## config.mk

```make
export PLATFORM = sky130hd
export DESIGN_NAME = add_requester
export DESIGN_NICKNAME = d
export VERILOG_FILES = /design/src/rtl/add_requester.sv
export SDC_FILE = /design/constraint.sdc
export NUM_CORES = 1
export LEC_CHECK = 0
export BUFFER_PORTS_ARGS = -buffer_cell sky130_fd_sc_hd__clkbuf_2
export CAP_MARGIN = 30
export CORE_UTILIZATION = 50
export CTS_CLUSTER_DIAMETER = 30
export DETAILED_ROUTE_END_ITERATION = 10
export PLACE_DENSITY = 0.82
export SYNTH_ARGS = -nofsm -noshare
export SYNTH_HDL_FRONTEND = slang
export SYNTH_SLANG_ARGS = --single-unit
```

## constraint.sdc

```tcl
create_clock -name clk -period 1.8 [get_ports clk]
set_clock_uncertainty 0.2 [all_clocks]
set_input_delay 0.45 -clock clk [delete_from_list [all_inputs] [get_ports clk]]
set_output_delay 0.45 -clock clk [all_outputs]
set_load 0.01 [all_outputs]
```

## src/rtl/add_requester.sv

```systemverilog
// Self-checking stimulus source for a registered 4-bit adder: drives operand pairs,
// compares the returned sum after one cycle of latency, and tallies pass/fail.
module add_requester #(
    parameter int unsigned NUM_TXN = 8,
    parameter logic [3:0]  A_INIT  = 4'd1,
    parameter logic [3:0]  B_INIT  = 4'd5,
    parameter logic [3:0]  A_STEP  = 4'd1,
    parameter logic [3:0]  B_STEP  = 4'd2
) (
    input  logic       clk,
    input  logic       rst,
    input  logic       start,
    output logic [3:0] a_out,
    output logic [3:0] b_out,
    input  logic [4:0] sum_in,
    output logic       busy,
    output logic       done,
    output logic       mismatch,
    output logic [4:0] last_bad_sum,
    output logic [7:0] pass_cnt,
    output logic [7:0] fail_cnt
);

    typedef enum logic [1:0] {IDLE, WAIT, CHECK, DONE} state_t;

    localparam logic [7:0] LAST_IDX = 8'(NUM_TXN - 1);

    state_t     state, state_nx;
    logic [7:0] idx, idx_nx;
    logic [4:0] expected, expected_nx;
    logic [3:0] a_nx, b_nx;
    logic       busy_nx, done_nx, mismatch_nx;
    logic [4:0] last_bad_nx;
    logic [7:0] pass_nx, fail_nx;

    always_ff @(posedge clk) begin
        if (rst) begin
            state        <= IDLE;
            idx          <= '0;
            expected     <= '0;
            a_out        <= '0;
            b_out        <= '0;
            busy         <= 1'b0;
            done         <= 1'b0;
            mismatch     <= 1'b0;
            last_bad_sum <= '0;
            pass_cnt     <= '0;
            fail_cnt     <= '0;
        end else begin
            state        <= state_nx;
            idx          <= idx_nx;
            expected     <= expected_nx;
            a_out        <= a_nx;
            b_out        <= b_nx;
            busy         <= busy_nx;
            done         <= done_nx;
            mismatch     <= mismatch_nx;
            last_bad_sum <= last_bad_nx;
            pass_cnt     <= pass_nx;
            fail_cnt     <= fail_nx;
        end
    end

    always_comb begin
        state_nx    = state;
        idx_nx      = idx;
        expected_nx = expected;
        a_nx        = a_out;
        b_nx        = b_out;
        busy_nx     = busy;
        done_nx     = done;
        mismatch_nx = 1'b0;
        last_bad_nx = last_bad_sum;
        pass_nx     = pass_cnt;
        fail_nx     = fail_cnt;

        case (state)
            IDLE, DONE: begin
                if (start) begin
                    a_nx        = A_INIT;
                    b_nx        = B_INIT;
                    expected_nx = {1'b0, A_INIT} + {1'b0, B_INIT};
                    idx_nx      = '0;
                    pass_nx     = '0;
                    fail_nx     = '0;
                    last_bad_nx = '0;
                    done_nx     = 1'b0;
                    busy_nx     = 1'b1;
                    state_nx    = WAIT;
                end
            end
            WAIT: state_nx = CHECK;
            CHECK: begin
                if (sum_in == expected) begin
                    pass_nx = pass_cnt + 8'd1;
                end else begin
                    fail_nx     = fail_cnt + 8'd1;
                    mismatch_nx = 1'b1;
                    last_bad_nx = sum_in;
                end
                if (idx == LAST_IDX) begin
                    busy_nx  = 1'b0;
                    done_nx  = 1'b1;
                    state_nx = DONE;
                end else begin
                    // Expected value is formed from the post-step operands so it
                    // lines up with what the adder captures on the next edge.
                    idx_nx      = idx + 8'd1;
                    a_nx        = a_out + A_STEP;
                    b_nx        = b_out + B_STEP;
                    expected_nx = {1'b0, a_nx} + {1'b0, b_nx};
                    state_nx    = WAIT;
                end
            end
            default: state_nx = IDLE;
        endcase
    end

endmodule
```

==> impl_metrics.json <==
{
  "syn_nets": 312,
  "place.gp.congestion": 0.899,
  "ios": 40,
  "core_area_um2": 4720,
  "ant_nets": 0,
  "cts_tree": "yes",
  "cp-start-kind": "flip-flop",
  "synth_enable_flop_cells": 0,
  "fin_setup_tns_ns": -2.55,
  "synth_flop_cell": "dfxtp_1",
  "finalInstanceArea_um2": 3600,
  "drc_errors": 0,
  "p_leak_nw": 1.44,
  "cap_violations": 0,
  "synth_top_area_share_pct": 38.3,
  "cts_buffers": 5,
  "cp.arrival_ns": 2.02,
  "finalSetupViolCount": 33,
  "max-vdd-ir-drop_uv": 561,
  "syn_area_per_cell_um2": 8.44,
  "via_count": 2591,
  "path_class": "flip-flop to flip-flop",
  "synth_cells": 291,
  "grt_pass1_wl_um": 10300,
  "ys_types": 54,
  "start_util_pct": 52.0,
  "setup_slack_ns": -0.182,
  "globalRouteOverflowTotal": 0,
  "h-tree-depth": 2,
  "hpwl_um": 4150,
  "pwr_density_cell_nw_per_um2": 763,
  "firstDrtPassIters": 4,
  "hold_viol_final": 0,
  "insertedDiodeCount": 0,
  "grt_setup_unrepaired": "true",
  "max_freq_mhz": 505,
  "path_max_fanout": 3,
  "max_slew_margin_pct": 76.1,
  "yosysSeqAreaShare_pct": 38.3,
  "async_flop_share_pct": 0,
  "synth.area.top_cells": "dfxtp_1, ha_1, a21oi_1",
  "clock-root-buffer": "clkbuf_8",
  "finalCriticalPeriod_ns": 1.98,
  "drt_wl_total_um": 7390,
  "status": "complete, but fails checks",
  "grt_max_degree": 30,
  "path_clk_slew_ns": 0.09,
  "end_kind": "flip-flop",
  "drtIter0Drc": 371,
  "die_area_um2": 5190,
  "track_usage_pct": 24.9,
  "worstPathRequired_ns": 1.84,
  "rows": 25,
  "num-nets-final": 397,
  "drv_slew": 0,
  "netlist_area_um2": 2450,
  "io_buffers": 39,
  "fillers": 308,
  "syn_to_final_growth_pct": 46.6,
  "clock_sinks": 47,
  "die_y_um": 72.1,
  "die_w_um": 72.1,
  "timing.final.crit_share_pct": 110,
  "final_cell_mix": "dfxtp_1, buf_4, clkbuf_2",
  "place_ws_ns": -0.204,
  "clkLatencyLatePin_ns": 0.31,
  "antenna_found_initial": 0,
  "drive_gt1_share_pct": 44.7,
  "dpl-instance-area_um2": 3050,
  "ys_ff_latch": 47,
  "yosysTopAreaCell": "dfxtp_1",
  "tightest_slew_ns": 0.352,
  "ys_warn_count": 0,
  "hold_path.class": "input pin to flip-flop",
  "routedWlPerCell_um": 16.7,
  "violations": "setup timing",
  "viasPerCell": 5.85,
  "cts.path.max_buffers": 2,
  "grt_pass1_vias": 2308
}
## layout make-up
type,instances,area [um^2],area share (%)
multi-input combinational,221,1760,48.8
sequential,47,952,26.5
timing repair buffer,92,684,19.0
tap,67,83.8,2.33
clock buffer,6,82.6,2.29
inverter,9,33.8,0.938
clock inverter,1,5.00,0.139
## power by group
part / total (W) / switching [W] / internal [W]
clock: 0.000663 / 0.000361 / 0.000302
sequential: 0.00112 / 0.0000366 / 0.00109
combinational: 0.000960 / 0.000489 / 0.000471
total: 0.00275 / 0.000887 / 0.00186
## per-stage QoR
step	hold slack (ns)	power [W]	util, %	instances
after CTS	0.205	0.00256	70.0	438
after detailed placement	0.271	0.00180	64.6	424
after global routing	0.228	0.00285	76.2	443
after floorplan	0.244	0.00152	-	291
after global placement	0.262	0.00178	64.6	424
final	0.211	0.00275	76.2	443
## state kept, by name, summed over array words and instances, names as in the netlist
name	cells
a_out	4
b_out	4
busy	1
done	1
expected	5
fail_cnt	8
idx	8
last_bad_sum	5
mismatch	1
pass_cnt	8
state	2
## worst paths after layout
path,cells past startpoint,startpoint,end,slack (ns)
setup / recovery,7,a_out[0]$_SDFFE_PP0P_,expected[3]$_SDFFE_PP0P_,-0.18
hold reg to reg,2,idx[1]$_SDFFE_PP0P_,idx[1]$_SDFFE_PP0P_,0.30
setup reg to reg,7,a_out[0]$_SDFFE_PP0P_,expected[3]$_SDFFE_PP0P_,-0.18
hold / removal,3,sum_in[2],last_bad_sum[2]$_SDFFE_PP0P_,0.21
## Yosys cell counts, drive strengths merged, types with 2 or more instances
master and n:
dfxtp 47, nor2 32, nand2 26, a21oi 25
nand3 19, ha 12, xor2 12, inv 9
o21ai 9, xnor2 9, a211oi 7, buf 7
clkbuf 7, nor3 6, or4 6, a31oi 5
and3 5, nand2b 4, nand4 4, o211ai 4
a21o 3, and2 3, o311ai 3, or2 3
a311oi 2, mux2 2, nand3b 2, o31ai 2
## worst max-delay path, stage by stage, from the launching register on
cell     delay, ns
dfxtp_4       0.37
ha_4          0.29
ha_4          0.19
a21o_1        0.19
a21oi_2       0.17
xnor2_2       0.14
nand3_1       0.17
a21oi_1       0.18
## cells by family (layout without fill, tap and decap cells)
logic type      after synthesis  in the layout  synth area share [%]
flops                        47             47                  38.3
fa+ha+maj                    13             13                  6.93
xor+xnor                     21             21                  7.49
compound gates               66             66                  16.9
buf+inv                      23            108                  3.87
mux                           3              3                  1.48
simple gates                118            118                  25.0
## metal layers
layer	wire [um]	GRT usage, %
met5	0	0
met4	191	10.2
met3	389	4.44
met2	3820	44.2
met1	2990	29.7
## timing repair
item | 4_1_cts | 5_1_grt
gates resized for setup | 27 | 54
endpoints found under the setup margin | 39 | 44
setup buffers | 6 | 5
hold buffers | 0 | 0
cloned | 1 | 0
hold endpoints to repair | 0 | 0
pin swaps | 17 | 21
No activity file was read; power rests on OpenSTA's default activity.
